--- src/rtl/dac_pkg.sv ---
// Shared constants and state encoding for the serial DAC controllers.
// Frame geometry matches the board's 12-bit DAC 16-bit write word.
package dac_pkg;

  localparam int FRAME_W = 16;
  localparam int DATA_W  = 12;
  localparam int PAD_W   = FRAME_W - DATA_W;

  typedef enum logic [1:0] {
    IDLE,
    SHIFT,
    GAP
  } state_e;

endpackage

--- src/rtl/dac_sclk_tick.sv ---
// Half-period tick generator for the gated DAC serial clock.
// Counts only while enabled; a clear restarts the half-period.
module dac_sclk_tick #(
  parameter int HALF_DIV = 4
) (
  input  logic clk,
  input  logic rst_n,
  input  logic en_i,
  input  logic clr_i,
  output logic tick_o
);

  localparam int DW = $clog2(HALF_DIV + 1);
  localparam logic [DW-1:0] LAST = DW'(HALF_DIV - 1);

  logic [DW-1:0] cnt_q, cnt_d;

  assign tick_o = en_i & (cnt_q == LAST);

  always_comb begin
    cnt_d = cnt_q;
    if (clr_i) begin
      cnt_d = '0;
    end else if (en_i) begin
      cnt_d = tick_o ? '0 : cnt_q + DW'(1);
    end
  end

  always_ff @(posedge clk or negedge rst_n) begin
    if (!rst_n) begin
      cnt_q <= '0;
    end else begin
      cnt_q <= cnt_d;
    end
  end

endmodule

--- src/rtl/dac_serial_ctrl.sv ---
// One 16-bit serial write per accepted sample, MSB first,
// with a gated SCLK and an enforced SYNC-high gap.
module dac_serial_ctrl #(
  parameter int HALF_DIV  = 4,
  parameter int GAP_TICKS = 2,
  parameter int DATA_W    = dac_pkg::DATA_W,
  parameter int FRAME_W   = dac_pkg::FRAME_W
) (
  input  logic              CLOCK,
  input  logic              RESET_N,
  input  logic [DATA_W-1:0] SAMPLE_DATA,
  input  logic              SAMPLE_VALID,
  output logic              SAMPLE_READY,
  output logic              DAC_SCLK,
  output logic              DAC_SYNC,
  output logic              DAC_DIN,
  output logic              BUSY,
  output logic              DONE
);

  import dac_pkg::*;

  localparam int PAD = FRAME_W - DATA_W;
  localparam int BW  = $clog2(FRAME_W);
  localparam int GW  = $clog2(GAP_TICKS + 1);
  localparam logic [BW-1:0] BIT_LAST = BW'(FRAME_W - 1);
  localparam logic [GW-1:0] GAP_LAST = GW'(GAP_TICKS - 1);

  state_e state_q, state_d;

  logic [FRAME_W-1:0] shift_q, shift_d;
  logic [FRAME_W-1:0] frame_in;
  logic [BW-1:0]      bit_q, bit_d;
  logic [GW-1:0]      gap_q, gap_d;
  logic sclk_q, sclk_d;
  logic sync_q, sync_d;
  logic din_q, din_d;
  logic done_q, done_d;
  logic tick;
  logic accept;

  assign frame_in = {{PAD{1'b0}}, SAMPLE_DATA};
  assign accept   = SAMPLE_VALID & (state_q == IDLE);

  dac_sclk_tick #(
    .HALF_DIV(HALF_DIV)
  ) u_tick (
    .clk   (CLOCK),
    .rst_n (RESET_N),
    .en_i  (state_q != IDLE),
    .clr_i (accept),
    .tick_o(tick)
  );

  always_comb begin
    state_d = state_q;
    shift_d = shift_q;
    bit_d   = bit_q;
    gap_d   = gap_q;
    sclk_d  = sclk_q;
    sync_d  = sync_q;
    din_d   = din_q;
    done_d  = 1'b0;
    unique case (state_q)
      IDLE: begin
        if (accept) begin
          shift_d = frame_in;
          din_d   = frame_in[FRAME_W-1];
          sync_d  = 1'b0;
          sclk_d  = 1'b1;
          bit_d   = '0;
          state_d = SHIFT;
        end
      end
      SHIFT: begin
        if (tick) begin
          sclk_d = ~sclk_q;
          // data only moves on the rising half so DIN straddles each fall
          if (!sclk_q) begin
            if (bit_q == BIT_LAST) begin
              sync_d  = 1'b1;
              din_d   = 1'b0;
              gap_d   = '0;
              state_d = GAP;
            end else begin
              shift_d = shift_q << 1;
              din_d   = shift_q[FRAME_W-2];
              bit_d   = bit_q + BW'(1);
            end
          end
        end
      end
      GAP: begin
        if (tick) begin
          if (gap_q == GAP_LAST) begin
            done_d  = 1'b1;
            gap_d   = '0;
            state_d = IDLE;
          end else begin
            gap_d = gap_q + GW'(1);
          end
        end
      end
      default: state_d = IDLE;
    endcase
  end

  always_ff @(posedge CLOCK or negedge RESET_N) begin
    if (!RESET_N) begin
      state_q <= IDLE;
      shift_q <= '0;
      bit_q   <= '0;
      gap_q   <= '0;
      sclk_q  <= 1'b1;
      sync_q  <= 1'b1;
      din_q   <= 1'b0;
      done_q  <= 1'b0;
    end else begin
      state_q <= state_d;
      shift_q <= shift_d;
      bit_q   <= bit_d;
      gap_q   <= gap_d;
      sclk_q  <= sclk_d;
      sync_q  <= sync_d;
      din_q   <= din_d;
      done_q  <= done_d;
    end
  end

  assign SAMPLE_READY = (state_q == IDLE);
  assign BUSY         = (state_q != IDLE);
  assign DAC_SCLK     = sclk_q;
  assign DAC_SYNC     = sync_q;
  assign DAC_DIN      = din_q;
  assign DONE         = done_q;

endmodule
--- config.mk ---
export PLATFORM = sky130hd
export DESIGN_NAME = dac_serial_ctrl
export DESIGN_NICKNAME = d
export VERILOG_FILES = /design/src/rtl/dac_pkg.sv /design/src/rtl/dac_sclk_tick.sv /design/src/rtl/dac_serial_ctrl.sv
export SDC_FILE = /design/constraint.sdc
export NUM_CORES = 1
export LEC_CHECK = 0
export CAP_MARGIN = 0
export CORE_MARGIN = 4
export CORE_UTILIZATION = 35
export DETAILED_ROUTE_END_ITERATION = 6
export SYNTH_ARGS = -nofsm -noshare
export SYNTH_HDL_FRONTEND = slang
export SYNTH_SLANG_ARGS = --single-unit
export TNS_END_PERCENT = 5
--- constraint.sdc ---
create_clock -name CLOCK -period 3.22 [get_ports CLOCK]
set_input_delay 0.644 -clock CLOCK [delete_from_list [all_inputs] [get_ports CLOCK]]
set_output_delay 0.644 -clock CLOCK [all_outputs]
set_load 0.03 [all_outputs]
# Yosys cells after proc, flatten, opt, wreduce, memory -nomap -nowiden
# Index checks and enable logic that the tools add are counted.
[totals]
reg_bits = 30
latchBits = 0
ram_bits = 0
mem_bits_ro = 0
input_bits = 15
output_inout_bits = 6
word_cells = 79
memories = 0
[op_classes]
addsub = 3
mul = 0
div = 0
n_lt_le_gt_ge = 0
n_eq_ne = 12
shift = 0
muxes = 41
n_bitwise = 3
reduce_logical = 11
[op_table]
columns = ["cell", "n"]
rows = [
  ["15-bit 2-to-1 mux", 4],
  ["15-bit case mux with 2 select lines", 1],
  ["2-bit 2-to-1 mux", 11],
  ["4-bit 2-to-1 mux", 4],
  ["5-bit AND reduction", 3],
  ["1-bit 2-to-1 mux", 12],
  ["3-bit 2-to-1 mux", 3],
  ["2-bit inequality test (second input constant)", 4],
  ["4-bit case mux with 2 select lines", 1],
  ["2-bit nonzero test", 4],
  ["2-bit by 1-bit inequality test with 1-bit output (second input constant)", 3],
  ["1-bit case mux with 2 select lines", 3],
  ["2-bit case mux with 3 select lines", 1],
  ["6-bit AND reduction", 1],
  ["4-bit by 1-bit adder with 4-bit output (second input constant)", 1],
  ["2-bit by 1-bit == test with 1-bit output (second input constant)", 2],
  ["4-bit == test (second input constant)", 1],
  ["2-bit case mux with 2 select lines", 1],
  ["4-bit AND reduction", 1],
  ["3-bit by 1-bit adder with 3-bit output (second input constant)", 1],
  ["3-bit by 2-bit == test with 1-bit output (second input constant)", 1],
  ["3-bit AND reduction", 1],
  ["2-bit by 1-bit adder with 2-bit output (second input constant)", 1],
  ["1-bit bitwise AND", 2],
  ["other kinds (3)", 3],
]

# Longest topological paths before layout
# Gate-level depths: netlist (run 1).
[depth]
depth_word = 5
ltp_mapped = 5
depth_no_buf = 4

# By module
# Synthesis (run 1) repeated with hierarchy kept, for this count alone.
[hier_totals]
cells_unflattened = 131
hier_area_um2 = 1547.7
[by_module_without_submodules]
columns = ["module", "instances", "cells_each", "area_per_inst_um2", "seq_area_each_um2"]
rows = [
  ["dac_serial_ctrl", 1, 117, 1402.6, 678.2],
  ["dac_sclk_tick", 1, 14, 145.1, 75.1],
]

# Worst setup path before layout (run 1)
# OpenSTA, ideal clock, no wires.
[synth_path]
path_kind = "flip-flop to output port"
startpoint = "register state_q[0]"
endpoint = "output BUSY"
arrival_time_ps = 1351
required_ps = 2576
setup_slack_ps = 1225
stages_incl_launch_ff = 3
path_buffers = 0
cell_sequence = "dfrtp_1 -> nor2_1 -> inv_1"
[synth_via]
elab_chain_cells = 1
[synth_rtl]
columns = ["element", "line", "rtl"]
rows = [
  ["from (decl)", "dac_serial_ctrl.sv:29", "state_e state_q, state_d;"],
  ["from (signal assigned)", "dac_serial_ctrl.sv:119", "state_q <= state_d;"],
  ["2-bit nonzero test", "dac_serial_ctrl.sv:131", "assign BUSY = (state_q != IDLE);"],
  ["to (decl)", "dac_serial_ctrl.sv:17", "output logic BUSY,"],
]
# Every way passes these cells.

# Worst setup path in the final report (run 1)
[layout_path]
startpoint = "register state_q[1]"
endpoint = "output SAMPLE_READY"
[layout_via]
elab_chain_cells = 1
[layout_rtl]
columns = ["element", "line", "rtl"]
rows = [
  ["2-bit zero test", "dac_serial_ctrl.sv:130", "assign SAMPLE_READY = (state_q == IDLE);"],
  ["to (decl)", "dac_serial_ctrl.sv:13", "output logic SAMPLE_READY,"],
]
# Every way passes these cells.

==> results of run 1 <==
-- worst max path at each step --
stage	slack (ns)	cells past startpoint	to	startpoint
4_1_cts	0.64	3	SAMPLE_READY	state_q[1]
3_3_place_gp	0.79	4	shift_q[8]	SAMPLE_VALID
3_5_place_dp	0.76	4	shift_q[2]	SAMPLE_VALID
6_report	0.65	3	SAMPLE_READY	state_q[1]
2_1_floorplan	1.23	2	BUSY	state_q[0]
5_1_grt	0.53	3	SAMPLE_READY	state_q[1]
-- worst max-delay path, cell delays in order, from the launching register on --
cell             delay (ns)
dfrtp_1                0.36
buf_4                  0.18
nor2_1                 0.35
clkdlybuf4s50_1        0.75
-- sequential cells by signal (all words and copies together) (netlist names), 2 cells and up --
| signal | flops |
|---|---|
| bit_q | 4 |
| gap_q | 2 |
| shift_q | 15 |
| state_q | 2 |
| u_tick.cnt_q | 3 |
-- cell usage in the layout, fill, tap and decap left out, types with 5 or more instances in the layout --
cell type / instances
o21ai_0: 5
nand4_1: 7
clkdlybuf4s50_1: 20
clkbuf_8: 6
mux2_2: 20
nand3_1: 8
o211ai_1: 7
dfrtp_1: 28
inv_1: 10
-- layer usage --
metal  vias to the layer above  GRT usage, %
met3                         2         4.090
met4                         0         4.078
li1                        563             -
met2                        18         21.96
met1                       570         14.63
met5                         -             0
-- final cells by class --
cell class	instances	area [um^2]
fill	416	2459
clock buffer	7	86.33
sequential	30	753.2
tap	52	65.06
multi-input combinational	93	755.7
inverter	10	37.54
clock inverter	1	5.005
timing repair buffer	23	222.7
-- stage by stage --
| step | hold WS [ns] | worst slack [ns] | cell area [um^2] |
|---|---|---|---|
| global route | 0.5113 | 0.5278 | 1926 |
| floorplan | 0.3484 | 1.225 | 1593 |
| detailed placement | 0.4920 | 0.7552 | 1834 |
| CTS | 0.5060 | 0.6356 | 1926 |
| finish | 0.5011 | 0.6520 | 1926 |
| global placement | 0.4852 | 0.7887 | 1834 |
-- kinds of logic after synthesis --
logic type                 after synthesis
adders and majority gates                2
and+or+nand+nor                         39
muxes                                   25
AOI/OAI and AO/OA                       27
DFF                                     30
buffers and inverters                   17
-- power breakdown --
part	total (W)	internal (W)	switching (W)
clock	0.000306	0.000172	0.000134
sequential	0.000615	0.000527	0.0000888
combinational	0.000764	0.000392	0.000372
total	0.00169	0.00109	0.000595
==> metrics.yaml, run 1 <==
outcome:
  status: "completed"
placement:
  place.detailed.hpwl_mm: 2.184
  placement.io_buffers: 20
  place.gp.congestion: 0.7337
  dpl.cell_count: 208
worst_setup_path:
  worst_setup_path_end_kind: "primary output"
  required_ns: 2.58
  ff2ff_setup_slack_ns: 1.24
  timing.critical_path.fanout_max: 14
  setup.worst_path.class: "flop to primary output"
  worst_r2r_endpoint: "shift_q[2]"
  crit-reg2reg-launch: "u_tick.cnt_q[0]"
  critical_path.startpoint_type: "flop"
  data_arrival_time_at_the_worst_slack_endpoint_ns: 1.92
  reg2regPathDepth: 4
worst_hold_path:
  worstHoldPathType: "flop to flop"
  holdCritStartpoint: "shift_q[3]"
  hold_path_end: "shift_q[3]"
  hold_depth: 1
cts:
  cts_setup_buffers: 0
  cts.htree.levels: 2
  post_cts_resized: 0
  clock_tree.buffer_depth: 2
  ctsRootBufferMaster: "clkbuf_8"
  cts_hold_repair.buffers: 0
  clk_pin_slew_worst_paths_ns: 0.06
  tritoncts: "done"
  tritoncts_num_sinks: 30
  numCtsBuffers: 5
  worstSkewPairLatency_ns: 0.28
floorplanning:
  dieHeight_um: 75.46
  number_of_standard_cell_rows_in_the_floorplan: 24
  initial_utilization_pct: 36.33
  core-area_um2: 4384
  fp.dieW_um: 75.46
  design.die.area_um2: 5694
  ioPinCount: 21
synth:
  synth_fp_nets: 157
  yosys_most_used_dff: "dfrtp_1"
  synthMostInstantiatedCell: "dfrtp_1"
  synthSimpleGateAreaFrac_pct: 15.63
  ys_top_cells_by_area: "dfrtp_1 (44%), mux2_2 (14%), dfstp_2 (3.3%)"
  area_share_of_the_leading_cell_type_in_the_synthesized_netlist_pct: 43.99
  synth_largest_area_cell: "dfrtp_1"
  synthesis.instances: 140
  synth_top_family_by_area: "multiplexers"
  ys_ff_latch: 30
  synth-xor-area-share_pct: 0
  synthMuxAreaShare_pct: 18.22
  synth.lib_cells_used.distinct: 35
  synth_adder_area_share_pct: 1.571
  synth_area_um2: 1593
  synth_enable_flop_cells: 0
  synthArstFlopShare_pct: 100.0
  area_fraction_in_compound_gates_after_synthesis_pct: 12.02
  ys_top_cells_by_count: "dfrtp_1 (28), mux2_2 (20), inv_1 (10)"
  synth_area_per_cell_um2: 11.38
  synth_seq_area_share_pct: 47.29
  ys.warnings.count: 0
global_routing:
  first_global_vias: 1224
  grt_max_degree: 25
  grt_antenna_before_repair: 0
  gr-usage-all-layers_pct: 12.60
  grt_first_pass_wirelength_mm: 5.430
  grt_overflow: 0
layout:
  num-nets-final: 180
  final-instance-count-excl-fill: 216
  area_delta_synth_final_pct: 20.90
  num_antenna_cells: 0
  drive_above_1_share_pct: 24.39
  final_core_util_pct: 43.92
routing:
  met3_wirelength_um: 104
  num_vias: 1153
  met2RoutedLength_mm: 1.580
  drtIter0Drc: 93
  m1WireLength_mm: 1.415
  avgViaCountPerCell: 5.338
  wirelength_mm: 3.126
  postRouteAntennaNets: 0
  drcViolationCount: 0
  topRoutingLayerUsed: "met4"
  drt_pass1_iterations: 4
  route.detailed.wl_per_inst_um: 14.47
sta:
  relSlewSlack_pct: 55.09
  period_needed_ns: 2.568
  slew_violations: 0
  tightest_slew_ns: 0.6716
  max_clock_freq_mhz: 389.4
  timing.clock.skew_ns: 0.007121
  finalSetupTns_ns: 0
  rsz0062_at_grt: "false"
  setup_viol_count_final: 0
  timing.final.hold_violations: 0
  finalCritPeriodShare_pct: 79.75
power_and_ir_drop:
  total_power_divided_by_cell_area_nw_per_um2: 875.3
  finalPower_w: 0.001685
  vdd_ir_drop_max_mv: 0.3164
  power.static_leakage_nw: 0.8450
run:
  maxCapViolations: 0
(Power assumes the default switching activity.)
==> run 2: changes to the inputs <==
==> constraint.sdc (replaced) <==
create_clock -name CLOCK -period 2.56 [get_ports CLOCK]
set_input_delay 0.512 -clock CLOCK [delete_from_list [all_inputs] [get_ports CLOCK]]
set_output_delay 0.512 -clock CLOCK [all_outputs]
set_load 0.03 [all_outputs]
==> run 2 against run 1 <==
  * Clock skew is 0.0041 ns lower
  * Die area stayed put
  * Flip-flop and latch count is the same
  * Count of clock-buffer cells in the layout fell by 1
  * Via count grew 0.26%
  * Critical path depth decreased by 2
  * Critical endpoint is now DAC_SCLK
==> metrics.yaml, run 2 (synthesis results as in run 1) <==
routing:
  postRouteAntennaNets: 0
  avgViaCountPerCell: 5.279
  drt_pass1_iterations: 4
  wirelength_mm: 3.217
  route.detailed.wl_per_inst_um: 14.69
  drcViolationCount: 0
  num_vias: 1156
  drtIter0Drc: 56
cts:
  tritoncts_num_sinks: 30
  clk_pin_slew_worst_paths_ns: 0.06
  tritoncts: "done"
  worstSkewPairLatency_ns: 0.28
  numCtsBuffers: 5
  cts.htree.levels: 2
  clock_tree.buffer_depth: 2
  ctsRootBufferMaster: "clkbuf_8"
  cts_hold_repair.buffers: 0
  post_cts_resized: 0
  cts_setup_buffers: 0
power_and_ir_drop:
  power.static_leakage_nw: 0.8600
  total_power_divided_by_cell_area_nw_per_um2: 1105
  vdd_ir_drop_max_mv: 0.3820
floorplanning:
  core-area_um2: 4384
  design.die.area_um2: 5694
  number_of_standard_cell_rows_in_the_floorplan: 24
  initial_utilization_pct: 36.33
  fp.dieW_um: 75.46
  ioPinCount: 21
  dieHeight_um: 75.46
layout:
  num-nets-final: 183
  final-instance-count-excl-fill: 219
  largest_reg_flops: 15
  area_delta_synth_final_pct: 22.55
  drive_above_1_share_pct: 26.35
  leading_cell_types_in_the_layout_fill_and_taps_excluded: "dfrtp_1 (28), mux2_2 (20), clkdlybuf4s50_1 (20), inv_1 (10), nand3_1 (8)"
  layout_commonest_cell: "dfrtp_1"
  nFillCells: 413
  num_antenna_cells: 0
  registers.top_by_ff_count: "shift_q"
  largestRegisters: "shift_q: 15 flops, bit_q: 4 flops, u_tick.cnt_q: 3 flops"
worst_setup_path:
  required_ns: 2.05
  critical-path-slowest-cell: "clkdlybuf4s50_1"
  critical_path.startpoint_type: "flop"
  timing.critical_path.fanout_max: 8
  timing.critical_path.cells: "clkdlybuf4s50_1"
  worst_setup_path_end_kind: "primary output"
  data_arrival_time_at_the_worst_slack_endpoint_ns: 1.58
  setup.worst_path.class: "flop to primary output"
  max_stage_delay_ns: 0.69
  cp_top_family: "buffers and inverters"
  critical_path.n_buffers_inverters: 1
sta:
  finalSetupTns_ns: 0
  slew_violations: 0
  timing.final.hold_violations: 0
  timing.clock.skew_ns: 0.002992
  period_needed_ns: 2.087
  rsz0062_at_grt: "false"
  finalCritPeriodShare_pct: 81.54
  relSlewSlack_pct: 59.02
  tightest_slew_ns: 0.6121
  max_clock_freq_mhz: 479.1
  setup_viol_count_final: 0
worst_hold_path:
  worstHoldPathType: "flop to flop"
global_routing:
  grt_first_pass_wirelength_mm: 5.499
  gr-usage-all-layers_pct: 12.83
  grt_overflow: 0
  grt_max_degree: 31
  first_global_vias: 1204
  grt_antenna_before_repair: 0
placement:
  place.gp.congestion: 0.7314
  placement.io_buffers: 20
  place.detailed.hpwl_mm: 2.250
  dpl.cell_count: 211
outcome:
  status: "completed"
run:
  maxCapViolations: 0
run 2: final timing paths:
kind | slack, ns | startpoint | cells after the start | to
setup reg to reg | 0.67 | state_q[0] | 4 | shift_q[2]
setup / recovery | 0.47 | DAC_SCLK | 1 | DAC_SCLK
hold / removal | 0.50 | shift_q[5] | 1 | shift_q[5]
max in group asynchronous | 1.63 | RESET_N | 2 | DAC_SYNC
hold reg to reg | 0.50 | shift_q[5] | 1 | shift_q[5]
min in group asynchronous | 0.61 | RESET_N | 2 | state_q[0]
run 2: layout make-up:
cell class	instances	area, um^2	area share [%]
multi-input combinational	93	755.7	38.72
sequential	30	753.2	38.59
timing repair buffer	26	245.2	12.56
clock buffer	6	82.58	4.231
tap	52	65.06	3.333
inverter	10	37.54	1.923
clock inverter	2	12.51	0.6410
run 2: stage by stage:
stage / instance area, um^2 / setup WS [ns] / hold slack [ns] / utilization (%) / total power [W]
after CTS: 1952 / 0.4583 / 0.5059 / 44.52 / 0.002185
after floorplan: 1593 / 0.6972 / 0.2164 / - / 0.001529
after global placement: 1857 / 0.5175 / 0.4841 / 42.35 / 0.001736
final: 1952 / 0.4726 / 0.5046 / 44.52 / 0.002157
after global routing: 1952 / 0.4218 / 0.5151 / 44.52 / 0.002327
after detailed placement: 1857 / 0.4778 / 0.4927 / 42.35 / 0.001780
run 2: power by group:
group	switching (W)	internal, W
Clock	0.000181	0.000216
Sequential	0.000115	0.000663
Combinational	0.000475	0.000508
Total	0.000771	0.00139
run 2: routing by layer:
| metal | share of wire, % | track usage [%] | vias to the layer above |
|---|---|---|---|
| li1 | - | - | 568 |
| met1 | 46 | 15.63 | 564 |
| met2 | 48 | 21.09 | 18 |
| met3 | 3.2 | 3.562 | 6 |
| met4 | 2.3 | 5.825 | 0 |
| met5 | 0 | 0 | - |
==> run 3: changes to the inputs <==
==> constraint.sdc (replaced) <==
create_clock -name CLOCK -period 2.1 [get_ports CLOCK]
set_input_delay 0.42 -clock CLOCK [delete_from_list [all_inputs] [get_ports CLOCK]]
set_output_delay 0.42 -clock CLOCK [all_outputs]
set_load 0.03 [all_outputs]
==> run 3 against run 2 <==
  * Routed wire length rose by 0.50%
  * Worst hold slack got worse by 0.00074 ns
  * Register-to-register slack got worse by 0.31 ns
  * Largest cell class unchanged
==> metrics.yaml, run 3 (synthesis results as in run 1) <==
outcome:
  status: "completed"
worst_setup_path:
  data_arrival_time_at_the_worst_slack_endpoint_ns: 1.61
  crit-reg2reg-launch: "state_q[0]"
  ff2ff_setup_slack_ns: 0.36
  timing.critical_path.fanout_max: 7
  critical_path.startpoint_type: "flop"
  critical-path-slowest-cell: "clkdlybuf4s50_1"
  max_stage_delay_ns: 0.65
  setup.worst_path.class: "flop to primary output"
  required_ns: 1.68
  worst_setup_path_end_kind: "primary output"
  timing.critical_path.cells: "nor2_1, inv_1, clkdlybuf4s50_1"
  crit_start: "state_q[1]"
floorplanning:
  ioPinCount: 21
  design.die.area_um2: 5694
  number_of_standard_cell_rows_in_the_floorplan: 24
  dieHeight_um: 75.46
  fp.dieW_um: 75.46
  core-area_um2: 4384
  initial_utilization_pct: 36.33
routing:
  met3_wirelength_um: 98
  avgViaCountPerCell: 5.247
  met2RoutedLength_mm: 1.609
  topRoutingLayerUsed: "met4"
  postRouteAntennaNets: 0
  m1WireLength_mm: 1.470
  wirelength_mm: 3.233
  num_vias: 1170
  drt_pass1_iterations: 4
  route.detailed.wl_per_inst_um: 14.50
  drcViolationCount: 0
  drtIter0Drc: 68
placement:
  dpl.cell_count: 215
  placement.io_buffers: 20
  pre_cts_ws_ns: 0.2579
  place.gp.congestion: 0.7795
  place.detailed.hpwl_mm: 2.359
sta:
  tightest_slew_ns: 0.5578
  timing.final.hold_violations: 0
  setup_viol_count_final: 0
  slew_violations: 0
  max_clock_freq_mhz: 493.6
  timing.clock.skew_ns: 0.002667
  period_needed_ns: 2.026
  rsz0062_at_grt: "false"
  timing.final.ws_setup_ns: 0.07423
  finalCritPeriodShare_pct: 96.47
  relSlewSlack_pct: 62.65
  finalSetupTns_ns: 0
  final_hold_slack_ns: 0.5039
layout:
  final_core_util_pct: 45.06
  leading_cell_types_in_the_layout_fill_and_taps_excluded: "dfrtp_1 (28), mux2_2 (20), clkdlybuf4s50_1 (19), buf_4 (11), inv_1 (10)"
  largest_reg_flops: 15
  num_antenna_cells: 0
  area_delta_synth_final_pct: 24.04
  drive_above_1_share_pct: 28.07
  largestRegisters: "shift_q: 15 flops, bit_q: 4 flops, u_tick.cnt_q: 3 flops"
  final-instance-count-excl-fill: 223
  num-nets-final: 187
  layout_commonest_cell: "dfrtp_1"
  registers.top_by_ff_count: "shift_q"
cts:
  numCtsBuffers: 5
  ctsRootBufferMaster: "clkbuf_8"
  worstSkewPairLatency_ns: 0.28
  cts_hold_repair.buffers: 0
  cts.htree.levels: 2
  cts_setup_buffers: 0
  tritoncts: "done"
  post_cts_resized: 0
  tritoncts_num_sinks: 30
  clk_pin_slew_worst_paths_ns: 0.06
  clock_tree.buffer_depth: 2
power_and_ir_drop:
  vdd_ir_drop_max_mv: 0.3790
  total_power_divided_by_cell_area_nw_per_um2: 1336
  power.static_leakage_nw: 0.8817
global_routing:
  grt_first_pass_wirelength_mm: 5.595
  first_global_vias: 1248
  gr-usage-all-layers_pct: 13.24
  grt_max_degree: 31
  grt_overflow: 0
  grt_antenna_before_repair: 0
worst_hold_path:
  holdCritStartpoint: "u_tick.cnt_q[0]"
  worstHoldPathType: "flop to flop"
run:
  maxCapViolations: 0
-- run 3: where the power goes --
group,total [W],switching (W),internal [W]
logic,0.00119,0.000551,0.000643
registers,0.000972,0.000164,0.000808
clock network,0.000473,0.000209,0.000264
-- run 3: worst paths after layout --
check                                       end  depth (start not counted)
worst max-delay path                       BUSY                          3
worst min-delay path            u_tick.cnt_q[0]                          1
worst max register to register       shift_q[5]                          5
worst min register to register  u_tick.cnt_q[0]                          1
max in group asynchronous              DAC_SYNC                          2
min in group asynchronous                  DONE                          2
-- run 3: stage by stage --
step	cell area, um^2	total power, W
3_3_place_gp	1884	0.002142
2_1_floorplan	1593	0.001864
6_report	1976	0.002639
3_5_place_dp	1884	0.002188
4_1_cts	1976	0.002682
5_1_grt	1976	0.002850
-- run 3: worst max-delay path: cells and delay by family, from the launching register on --
| family | cells | cell delay (ns) |
|---|---|---|
| buffers and inverters | 2 | 0.71 |
| DFF | 1 | 0.52 |
| and+or+nand+nor | 1 | 0.09 |
-- run 3: metal layers --
metal | GRT usage (%) | vias up
met5 | 0 | -
met3 | 4.749 | 5
li1 | - | 577
met4 | 5.825 | 0
met1 | 15.80 | 572
met2 | 21.48 | 16
-- run 3: layout make-up --
type	instances	area (um^2)
Inverter	10	37.54
Multi-Input combinational cell	93	755.7
Clock buffer	7	86.33
Clock inverter	1	5.005
Fill cell	419	2409
Tap cell	52	65.06
Sequential cell	30	753.2
Timing Repair Buffer	30	272.8
